$ cat src/rtl/kbd_char_feeder_if.sv
// Byte-source inputs plus Apple-1 keyboard handshake (rd/da/rda_n) and status for kbd_char_feeder.
interface kbd_char_feeder_if #(
   parameter int FIFO_DEPTH = 16
);
   localparam int LW = $clog2(FIFO_DEPTH) + 1;

   logic [7:0]    in_data;
   logic          in_valid;
   logic          in_ready;
   logic [7:1]    rd;
   logic          da;
   logic          rda_n;
   logic [LW-1:0] fifo_level;
   logic          ack_timeout;

   modport master (
      output in_data, in_valid, rda_n,
      input  in_ready, rd, da, fifo_level, ack_timeout
   );

   modport slave (
      input  in_data, in_valid, rda_n,
      output in_ready, rd, da, fifo_level, ack_timeout
   );
endinterface

$ cat src/rtl/kbd_char_feeder.sv
// FIFO-buffered ASCII feeder for the Apple-1 keyboard port: push->da in 2 edges, source stalls on full (in_ready).
// KBD_UPCASE_EN: fold 'a'..'z' to upper case and drop LF at the push.
module kbd_char_feeder #(
   parameter int FIFO_DEPTH  = 16,
   parameter int GAP_CYCLES  = 4,
   parameter int ACK_TIMEOUT = 0
) (
   input  logic             clk,
   input  logic             mr_n,
   kbd_char_feeder_if.slave bus
);
   localparam int AW = $clog2(FIFO_DEPTH);
   localparam int LW = AW + 1;
   localparam int GW = $clog2(GAP_CYCLES + 1);
   localparam int TW = (ACK_TIMEOUT > 0) ? $clog2(ACK_TIMEOUT + 1) : 1;

   typedef enum logic [1:0] {ST_IDLE, ST_PRESENT, ST_RELEASE, ST_GAP} state_t;

   logic [6:0]    mem_q [FIFO_DEPTH];
   logic [AW-1:0] wr_ptr_q, wr_ptr_d;
   logic [AW-1:0] rd_ptr_q, rd_ptr_d;
   logic [LW-1:0] level_q, level_d;
   state_t        state_q, state_d;
   logic [6:0]    rd_q, rd_d;
   logic          da_q, da_d;
   logic          ack_to_q, ack_to_d;
   logic [GW-1:0] gap_q, gap_d;
   logic [TW-1:0] wait_q, wait_d;
   logic          sync1_q, rsync_n_q;

   logic [6:0]    push_dat;
   logic          push_keep;
   logic          full;
   logic          push_fire;
   logic          wr_en;
   logic          pop;
   logic          unused_in_b7;

   assign unused_in_b7 = bus.in_data[7];

   always_comb begin
      push_dat  = bus.in_data[6:0];
      push_keep = 1'b1;
`ifdef KBD_UPCASE_EN
      if (bus.in_data[6:0] >= 7'h61 && bus.in_data[6:0] <= 7'h7A) begin
         push_dat[5] = 1'b0;
      end
      // LF is consumed from the source but never stored.
      if (bus.in_data[6:0] == 7'h0A) begin
         push_keep = 1'b0;
      end
`endif
   end

   assign full      = (level_q == LW'(FIFO_DEPTH));
   assign push_fire = bus.in_valid & ~full;
   assign wr_en     = push_fire & push_keep;

   always_comb begin
      state_d  = state_q;
      rd_d     = rd_q;
      gap_d    = gap_q;
      wait_d   = wait_q;
      ack_to_d = ack_to_q;
      pop      = 1'b0;
      case (state_q)
         ST_IDLE: begin
            if (level_q != '0) begin
               pop     = 1'b1;
               rd_d    = mem_q[rd_ptr_q];
               wait_d  = '0;
               state_d = ST_PRESENT;
            end
         end
         ST_PRESENT: begin
            wait_d = wait_q + 1'b1;
            // Only an ack seen while da is already high retires the character.
            if (da_q && !rsync_n_q) begin
               state_d = ST_RELEASE;
            end else if ((ACK_TIMEOUT > 0) && (int'(wait_q) == ACK_TIMEOUT - 1)) begin
               ack_to_d = 1'b1;
               state_d  = ST_RELEASE;
            end
         end
         ST_RELEASE: begin
            if (rsync_n_q) begin
               gap_d   = GW'(GAP_CYCLES);
               state_d = ST_GAP;
            end
         end
         default: begin
            if (gap_q <= GW'(1)) begin
               state_d = ST_IDLE;
            end else begin
               gap_d = gap_q - 1'b1;
            end
         end
      endcase
      // rd is loaded one cycle ahead of da so it is stable when da rises.
      da_d = (state_q == ST_PRESENT) && (state_d == ST_PRESENT);
   end

   always_comb begin
      wr_ptr_d = wr_en ? wr_ptr_q + 1'b1 : wr_ptr_q;
      rd_ptr_d = pop   ? rd_ptr_q + 1'b1 : rd_ptr_q;
      case ({wr_en, pop})
         2'b10:   level_d = level_q + 1'b1;
         2'b01:   level_d = level_q - 1'b1;
         default: level_d = level_q;
      endcase
   end

   always_ff @(posedge clk or negedge mr_n) begin
      if (!mr_n) begin
         wr_ptr_q  <= '0;
         rd_ptr_q  <= '0;
         level_q   <= '0;
         state_q   <= ST_IDLE;
         rd_q      <= '0;
         da_q      <= 1'b0;
         ack_to_q  <= 1'b0;
         gap_q     <= '0;
         wait_q    <= '0;
         sync1_q   <= 1'b1;
         rsync_n_q <= 1'b1;
      end else begin
         wr_ptr_q  <= wr_ptr_d;
         rd_ptr_q  <= rd_ptr_d;
         level_q   <= level_d;
         state_q   <= state_d;
         rd_q      <= rd_d;
         da_q      <= da_d;
         ack_to_q  <= ack_to_d;
         gap_q     <= gap_d;
         wait_q    <= wait_d;
         sync1_q   <= bus.rda_n;
         rsync_n_q <= sync1_q;
      end
   end

   always_ff @(posedge clk) begin
      if (wr_en) begin
         mem_q[wr_ptr_q] <= push_dat;
      end
   end

   assign bus.in_ready    = ~full;
   assign bus.rd          = rd_q;
   assign bus.da          = da_q;
   assign bus.fifo_level  = level_q;
   assign bus.ack_timeout = ack_to_q;
endmodule
$ cat src/flat_wrapper.sv
// flat-port wrapper written by rule: the top's interface ports become plain ports
module kbd_char_feeder_flat 
#(
   parameter int FIFO_DEPTH  = 16,
   parameter int GAP_CYCLES  = 4,
   parameter int ACK_TIMEOUT = 0
)
  (clk, mr_n, bus_in_data, bus_in_valid, bus_rda_n, bus_in_ready, bus_rd, bus_da, bus_fifo_level, bus_ack_timeout);
  kbd_char_feeder_if #(.FIFO_DEPTH(FIFO_DEPTH)) bus_i ();
  input  logic clk;
  input  logic mr_n;
  input wire logic [$bits(bus_i.in_data)-1:0] bus_in_data;
  input wire logic [$bits(bus_i.in_valid)-1:0] bus_in_valid;
  input wire logic [$bits(bus_i.rda_n)-1:0] bus_rda_n;
  output wire logic [$bits(bus_i.in_ready)-1:0] bus_in_ready;
  output wire logic [$bits(bus_i.rd)-1:0] bus_rd;
  output wire logic [$bits(bus_i.da)-1:0] bus_da;
  output wire logic [$bits(bus_i.fifo_level)-1:0] bus_fifo_level;
  output wire logic [$bits(bus_i.ack_timeout)-1:0] bus_ack_timeout;
  assign bus_i.in_data = bus_in_data;
  assign bus_i.in_valid = bus_in_valid;
  assign bus_i.rda_n = bus_rda_n;
  assign bus_in_ready = bus_i.in_ready;
  assign bus_rd = bus_i.rd;
  assign bus_da = bus_i.da;
  assign bus_fifo_level = bus_i.fifo_level;
  assign bus_ack_timeout = bus_i.ack_timeout;
  kbd_char_feeder #(.FIFO_DEPTH(FIFO_DEPTH), .GAP_CYCLES(GAP_CYCLES), .ACK_TIMEOUT(ACK_TIMEOUT)) u_core (.clk(clk), .mr_n(mr_n), .bus(bus_i));
endmodule
$ cat config.mk
export PLATFORM = sky130hd
export DESIGN_NAME = kbd_char_feeder_flat
export DESIGN_NICKNAME = d
export VERILOG_FILES = /design/src/rtl/kbd_char_feeder_if.sv /design/src/rtl/kbd_char_feeder.sv /design/src/flat_wrapper.sv
export SDC_FILE = /design/constraint.sdc
export NUM_CORES = 1
export LEC_CHECK = 0
export CORE_MARGIN = 5
export CORE_UTILIZATION = 35
export DETAILED_ROUTE_END_ITERATION = 8
export GPL_TIMING_DRIVEN = 0
export PLACE_DENSITY = 0.52
export SETUP_SLACK_MARGIN = 0.5
export SKIP_CTS_REPAIR_TIMING = 1
export SYNTH_ARGS = -nofsm -noshare
export SYNTH_HDL_FRONTEND = slang
export SYNTH_SLANG_ARGS = --single-unit
$ cat constraint.sdc
create_clock -name clk -period 2.5 [get_ports clk]
set_clock_uncertainty 0.1 [all_clocks]
set_input_delay 0.5 -clock clk [delete_from_list [all_inputs] [get_ports clk]]
set_output_delay 0.5 -clock clk [all_outputs]
set_load 0.02 [all_outputs]
# == Word-level counts from Yosys, hierarchy flattened ==
# Memories as Yosys holds them, arrays and structs flattened. A register that Yosys moved wholly into a read port is not among the register bits.
# Cells that the tools add are included.
# op_classes
add_sub_neg,5
order_cmp,1
eq_ne,8
muxes,13
n_bitwise,3
reduce_logical,10
# ops
operator,count
case mux 5 bit (2 select lines),1
adder 4 x 1 -> 4 bit (second input constant),2
2-to-1 mux 2 bit,4
equality test 2 x 1 -> 1 bit (second input constant),3
2-to-1 mux 3 bit,2
case mux 2 bit (3 select lines),1
case mux 3 bit (2 select lines),1
adder 5 x 1 -> 5 bit (second input constant),1
equality test 5 bit (second input constant),1
nonzero test 5 bit,1
subtractor 5 x 1 -> 5 bit (second input constant),1
equality test 2 bit (second input constant),2
2-to-1 mux 1 bit,4
<= comparator 3 x 1 -> 1 bit (second input constant),1
AND reduction 3 bit,1
subtractor 3 x 1 -> 3 bit (second input constant),1
logical AND 1 bit,2
zero test 1 bit,2
zero test 2 bit,1
!= test 2 x 1 -> 1 bit (second input constant),1
!= test 2 bit (second input constant),1
inverter 1 bit,2
AND reduction 2 bit,1
nonzero test 2 bit,1
2 further kinds,2
# word_totals
ff_bits,21
ramBits,112
in_bits,12
output_inout_bits,15
word_cells,49
mem_count,1
# memory_table
memory,depth,word_bits,rd,rd_clocked_by_memory_dff,write_ports,line,source
u_core.mem_q,16,7,1,1,1,kbd_char_feeder.sv:19,logic [6:0] mem_q [FIFO_DEPTH];

# == Depth between registers and ports, before layout ==
# Gate-level depths: netlist (run 1).
# logic_depth
ltp_word,6
depth_mapped,12
mapped_depth_nobuf,10

# == Worst setup path before layout (run 1) ==
# No wires, ideal clock.
# synth_timing
path_kind,register to register
startpoint,reg u_core.level_q[1] (netlist: u_core.bus.fifo_level[1])
endpoint,reg u_core.level_q[4] (netlist: u_core.bus.fifo_level[4])
t_arrival_ps,2663
required_ps,2320
setup_slack_ps,-343
path_stages_with_launch,12
n_path_buf,2
period_less_slack_ps,2843
path_cell_list,dfrtp_1 > nor4_4 > a21boi_4 > buf_2 > ha_1 > clkbuf_1 > xor2_1 > ha_1 > o21a_1 > o21a_1 > o32ai_1 > xnor2_1
# synth_between
elab_chain_len,5
# synth_rtl
element,line,source
"start, declared",kbd_char_feeder.sv:22,"logic [LW-1:0] level_q, level_d;"
"start signal, assigned",kbd_char_feeder.sv:129,level_q <= level_d;
nonzero test 5 bit *,kbd_char_feeder.sv:68,if (level_q != '0) begin
2-to-1 mux 1 bit *,kbd_char_feeder.sv:68,
2-to-1 mux 1 bit *,kbd_char_feeder.sv:66,case (state_q)
net u_core.pop,kbd_char_feeder.sv:36,logic pop;
equality test 2 x 1 -> 1 bit / equality test 2 bit (equally long branches),kbd_char_feeder.sv:106,"case ({wr_en, pop})"
case mux 5 bit (2 select lines) / nonzero test 2 bit (equally long branches),n/a,
# The timed path passes the listed nets; every way through them passes the cells marked *.
# A chain may end at the register's enable or synchronous reset.

# == Worst setup path in the final report (run 1) ==
# layout_timing
startpoint,reg u_core.level_q[2] (netlist: u_core.bus.fifo_level[2])
endpoint,reg u_core.level_q[4] (netlist: u_core.bus.fifo_level[4])
# The elaborated chain is that of the path after synthesis.

==> impl_metrics.csv, run 1 <==
group,metric,value,unit
run_status,status,"finished with violations",
run_status,failed_checks,"setup timing",
synthesis,synthCells,318,
job,drv_cap,0,
place,port_buffers,24,
cells_and_area,final_cell_mix,"edfxtp_1, dfrtp_1, mux4_1, clkbuf_16, buf_4",
clock_network,htreeDepth,4,
power_and_ir_drop,vdd_ir_drop_max,561,uV
place,routabilityCongestion,0.773,
power_and_ir_drop,power,8.60,mW
clock_network,cts_buffers,17,
floorplanning,die_w,139,um
drt,drt.antenna.violating_nets,0,
global_route,overflow,0,
place,post_dp_cell_area,6380,um^2
worst_setup_path,cpPeakStageDelay,0.40,ns
sta,fin_ws,-0.000305,ns
synthesis,syn-cell-area,5790,um^2
synthesis,synth_edf_count,112,
synthesis,synthArstFlopShare,20.0,%
drt,vias,2985,
synthesis,synth-seq-cells,140,
cells_and_area,nFillCells,1422,
cells_and_area,antenna_cells,0,
clock_network,cts_tree,"built",
sta,relSlewSlack,52.7,%
worst_setup_path,path_class,"reg2reg",
sta,fmax,400,MHz
min_path,hold_class,"in2async",
floorplanning,pin_count,27,
clock_network,path_clk_slew,0.06,ns
clock_network,cts-root-buf,"clkbuf_16",
sta,fin_crit,2.50,ns
sta,finalCritPeriodShare,100,%
synthesis,ys_warn_count,0,
worst_setup_path,cp_cell_sequence,"buf_6 > nor4_4 > buf_6 > a21boi_4 > buf_8 > ha_4 > buf_8 > xor2_2 > ha_2 > o21a_1 > o21a_1 > o32ai_2 > xnor2_1",
cells_and_area,area_growth_syn_to_layout,26.7,%
sta,worst_pin_slew,0.707,ns
global_route,first_global_vias,3001,
cells_and_area,drive_gt1_share,31.0,%
cells_and_area,final_nets,404,
sta,hold_viol,0,
global_route,grt_max_degree,29,
drt,wl_per_cell,19.2,um
global_route,grtUsageTotal,12.4,%
drt,dr.pass1.iters,4,
floorplanning,core_area,16400,um^2
floorplanning,row_count,47,
worst_setup_path,cp.arrival,2.74,ns
sta,setup_viol,1,
worst_setup_path,required,2.74,ns
clock_network,clock_latency,0.42,ns
floorplanning,start_util,35.3,%
drt,via_per_inst,4.87,
sta,finalMaxSlewViolations,0,
worst_setup_path,critical_path.endpoint_type,"flip-flop",
synthesis,avgSynthCellArea,18.2,um^2
worst_setup_path,worst-path-buf-inv,4,
synthesis,synth-main-ff-cell,"edfxtp_1",
floorplanning,die_h,139,um
cells_and_area,fin_area,7330,um^2
synthesis,yosysUniqueCellTypes,46,
power_and_ir_drop,p_leak,2.63,nW
worst_setup_path,critPathMaxFanout,5,
global_route,antenna_found_initial,0,
cells_and_area,stdcell_count,613,
drt,drt_iter0_drc,143,
worst_setup_path,setup.worst_path.start_class,"flip-flop",
place,place_inst,562,
power_and_ir_drop,power_per_cell_area,1170,nW/um^2
drt,drc,0,
clock_network,cts_buffer_depth,2,
cells_and_area,layout_commonest_cell,"edfxtp_1",
synthesis,synth_nets,341,
floorplanning,dieArea,19200,um^2
worst_setup_path,timing.critical_path.slowest_stage_cell,"dfrtp_2",
place,dp.final_hpwl,7.40,mm
synthesis,ys_seq_area_share,70.2,%
clock_network,clkSinkCount,140,
drt,routed_wl,11.8,mm
worst_setup_path,crit_family,"compound AO/OA/AOI/OAI gates",
sta,rsz0062_at_grt,"yes",
global_route,grt_pass1_wl,17.6,mm
-- kinds of logic (layout without fill, tap and decap cells) --
| family | after synthesis | in the layout | share of synthesized area (%) |
|---|---|---|---|
| other | 1 | 1 | 0.0648 |
| buffers and inverters | 24 | 99 | 2.03 |
| adders and majority gates | 11 | 11 | 2.38 |
| AOI/OAI and AO/OA | 41 | 41 | 4.86 |
| and+or+nand+nor | 51 | 51 | 4.65 |
| DFF | 140 | 140 | 70.2 |
| xor gates and xnor gates | 13 | 13 | 1.97 |
| muxes | 37 | 37 | 13.8 |
-- flip-flops by register name (all words and copies together), names as in the netlist --
signal,cells
u_core.mem_q,112
u_core.bus.rd,7
u_core.bus.fifo_level,5
u_core.rd_ptr_q,4
u_core.wr_ptr_q,4
u_core.gap_q,3
u_core.state_q,2
u_core.bus.da,1
u_core.rsync_n_q,1
u_core.sync1_q,1
-- worst paths after layout --
path	start	endpoint	slack, ns	cells past startpoint
worst max-delay path	u_core.bus.fifo_level[2]$_DFFE_PN0P_	u_core.bus.fifo_level[4]$_DFFE_PN0P_	-0.0003	13
worst min-delay path	mr_n	u_core.rd_ptr_q[2]$_DFFE_PN0P_	0.02	1
worst max register to register	u_core.bus.fifo_level[2]$_DFFE_PN0P_	u_core.bus.fifo_level[4]$_DFFE_PN0P_	-0.0003	13
worst min register to register	u_core.sync1_q$_DFF_PN1_	u_core.rsync_n_q$_DFF_PN1_	0.26	0
max in group asynchronous	mr_n	u_core.bus.fifo_level[3]$_DFFE_PN0P_	1.81	1
min in group clk	u_core.sync1_q$_DFF_PN1_	u_core.rsync_n_q$_DFF_PN1_	0.26	0
-- synthesized netlist by cell type, types with 3 or more instances --
cell type / count / share of area (%)
edfxtp_1: 112 / 58
dfrtp_1: 26 / 11
mux4_1: 18 / 8.2
nor2_1: 16 / 1.0
o22ai_1: 14 / 1.5
ha_1: 11 / 2.4
mux4_2: 10 / 3.9
nand2_1: 10 / 0.65
a21oi_1: 9 / 0.78
mux2_2: 9 / 1.8
clkbuf_1: 8 / 0.52
inv_1: 7 / 0.45
xnor2_1: 7 / 1.1
xor2_1: 6 / 0.91
nand2b_1: 5 / 0.54
o21ai_0: 5 / 0.43
buf_2: 4 / 0.35
nor3_1: 4 / 0.35
nand3_1: 3 / 0.26
-- power by group --
part,total [mW],internal (mW),switching (mW)
logic,3.09,1.45,1.64
registers,3.16,2.94,0.219
clock network,2.36,1.41,0.943
-- per-stage QoR --
stage,setup TNS (ns),utilization (%),setup slack (ns),hold WS (ns)
4_1_cts,-1.10,42.3,-0.327,0.261
6_report,-0.000305,44.7,-0.000305,0.0195
5_1_grt,-0.179,44.7,-0.152,0.0720
2_1_floorplan,-0.281,-,-0.161,0.104
3_3_place_gp,-24.44,38.9,-0.468,0.250
3_5_place_dp,-25.22,38.9,-0.470,0.252
-- routing by layer --
metal	vias to the layer above	track usage [%]	routed length [um]
li1	1400	-	-
met2	43	19.1	5680
met5	-	0	0
met1	1526	17.0	5560
met3	16	3.55	342
met4	0	4.43	201
-- area by class of cell --
class	count	area [um^2]	area share, %
multi-input combinational	154	1820	24.8
timing repair buffer	44	462	6.30
buffer	17	128	1.74
inverter	7	26.3	0.358
clock inverter	10	92.6	1.26
tap	220	275	3.75
sequential	140	4070	55.5
clock buffer	21	460	6.28
Note: power is estimated with default switching activity, not from simulation.
==> inputs of run 2 (changes only) <==
Settings changed: CORE_MARGIN 5 to 4, CORE_UTILIZATION 35 to 40, PLACE_DENSITY 0.52 to 0.58.
==> run 2 against run 1 <==
Critical path depth rose by 1. Global-route usage rose by 2.2 points. Non-clock buffer count rose by 12. Fmax fell by 1.8%. Largest cell class unchanged. Combinational power rose by 5%. Cell count fell by 4.4%. Sequential cell count did not move. The run still ends with setup timing left.
==> impl_metrics.csv, run 2 (same netlist as run 1, synthesis figures left out) <==
group,metric,value,unit
run_status,status,"finished with violations",
run_status,failed_checks,"setup timing",
worst_setup_path,path_class,"reg2reg",
global_route,first_global_vias,2961,
clock_network,cts_buffers,17,
place,port_buffers,24,
floorplanning,core_area,14000,um^2
global_route,grt_max_degree,18,
power_and_ir_drop,p_leak,2.68,nW
sta,worst_pin_slew,0.758,ns
sta,setup_viol,2,
power_and_ir_drop,power,8.61,mW
place,post_dp_cell_area,6360,um^2
cells_and_area,nFillCells,1139,
worst_setup_path,required,2.69,ns
clock_network,cts-root-buf,"clkbuf_16",
sta,rsz0062_at_grt,"yes",
min_path,hold_class,"reg2reg",
clock_network,htreeDepth,4,
worst_setup_path,r2r-start,"u_core.bus.fifo_level[2]$_DFFE_PN0P_",
drt,wl_per_cell,19.9,um
floorplanning,die_h,128,um
sta,fmax,393,MHz
drt,vias,3036,
drt,routed_wl,11.6,mm
worst_setup_path,cpPeakStageDelay,0.40,ns
worst_setup_path,r2r_slack,-0.05,ns
sta,fin_ws,-0.0454,ns
cells_and_area,ff_latch_area,4070,um^2
drt,dr.pass1.iters,4,
min_path,hold_start,"u_core.sync1_q$_DFF_PN1_",
sta,finalMaxSlewViolations,0,
drt,via_per_inst,5.18,
place,dp.final_hpwl,7.35,mm
clock_network,path_clk_slew,0.06,ns
clock_network,cts_tree,"built",
worst_setup_path,cp_cell_sequence,"buf_6 > nor4_4 > buf_6 > a21boi_4 > buf_6 > ha_4 > buf_8 > xor2_2 > ha_2 > buf_4 > a21oi_2 > xor2_1 > nor2_1 > xor2_1",
worst_setup_path,cp.arrival,2.74,ns
floorplanning,dieArea,16500,um^2
global_route,antenna_found_initial,0,
floorplanning,start_util,41.2,%
cells_and_area,stdcell_count,586,
drt,drt.antenna.violating_nets,0,
cells_and_area,fin_util,52.9,%
cells_and_area,fin_area,7430,um^2
drt,drt_iter0_drc,120,
cells_and_area,area_growth_syn_to_layout,28.3,%
place,place_inst,523,
floorplanning,row_count,43,
cells_and_area,layout_commonest_cell,"edfxtp_1",
sta,relSlewSlack,49.3,%
sta,tns,-0.0809,ns
global_route,overflow,0,
cells_and_area,regMostFlops,"u_core.mem_q",
cells_and_area,antenna_cells,0,
worst_setup_path,critical_path.endpoint_type,"flip-flop",
floorplanning,die_w,128,um
clock_network,clkSinkCount,140,
worst_setup_path,timing.critical_path.slowest_stage_cell,"dfrtp_2",
clock_network,clock_latency,0.41,ns
worst_setup_path,cpMostUsedCell,"buf_6",
worst_setup_path,crit_start,"u_core.bus.fifo_level[2]$_DFFE_PN0P_",
cells_and_area,drive_gt1_share,33.0,%
clock_network,cts_buffer_depth,2,
sta,fin_crit,2.55,ns
place,routabilityCongestion,0.777,
global_route,grtUsageTotal,14.6,%
sta,finalCritPeriodShare,102,%
floorplanning,pin_count,27,
job,drv_cap,0,
power_and_ir_drop,vdd_ir_drop_max,648,uV
power_and_ir_drop,power_per_cell_area,1160,nW/um^2
global_route,grt_pass1_wl,17.1,mm
cells_and_area,multi_input_area,1860,um^2
cells_and_area,largest_reg_flops,112,
worst_setup_path,critPathMaxFanout,5,
cells_and_area,final_nets,416,
drt,drc,0,
sta,hold_viol,0,
cells_and_area,final_cell_mix,"edfxtp_1, buf_4, dfrtp_1, mux4_1, clkbuf_16",
worst_setup_path,setup.worst_path.start_class,"flip-flop",
[run 2: layer usage]
metal / routed length [um] / vias up / track usage (%)
li1: - / 1418 / -
met1: 5280 / 1560 / 20.2
met2: 5830 / 46 / 22.2
met3: 381 / 12 / 3.92
met4: 146 / 0 / 5.68
met5: 0 / - / 0
[run 2: area by class of cell]
cell class                      count  area share [%]
Clock buffer                       21            5.93
Multi-Input combinational cell    154            25.0
Sequential cell                   140            54.8
Tap cell                          180            3.03
Timing Repair Buffer               56            8.18
Clock inverter                     11            1.04
Inverter                            7           0.354
Buffer                             17            1.63
[run 2: critical path, delay by kind of cell, from the launching register on]
kind            cells  cell delay, ns
fa+ha+maj           2            0.36
buf+inv             5            0.68
simple gates        2            0.27
flops               1            0.40
compound gates      2            0.20
xor+xnor            3            0.43
[run 2: power breakdown]
| group | internal [mW] | switching, mW | leakage, nW |
|---|---|---|---|
| combinational | 1.54 | 1.69 | 1.09 |
| clock | 1.34 | 0.874 | 0.263 |
| sequential | 2.94 | 0.225 | 1.33 |
| total | 5.82 | 2.79 | 2.68 |
[run 2: metrics by stage]
stage,hold slack (ns),setup slack (ns)
after global placement,0.247,-0.436
after floorplan,0.104,-0.161
after detailed placement,0.250,-0.458
after global routing,0.261,-0.156
final,0.255,-0.0454
after CTS,0.257,-0.303
[run 2: worst paths after layout]
kind	cells after the start	end
max in group asynchronous	2	u_core.sync1_q$_DFF_PN1_
min	0	u_core.rsync_n_q$_DFF_PN1_
min reg2reg	0	u_core.rsync_n_q$_DFF_PN1_
max reg2reg	14	u_core.bus.fifo_level[2]$_DFFE_PN0P_
min in group asynchronous	1	u_core.bus.fifo_level[2]$_DFFE_PN0P_
max	14	u_core.bus.fifo_level[2]$_DFFE_PN0P_
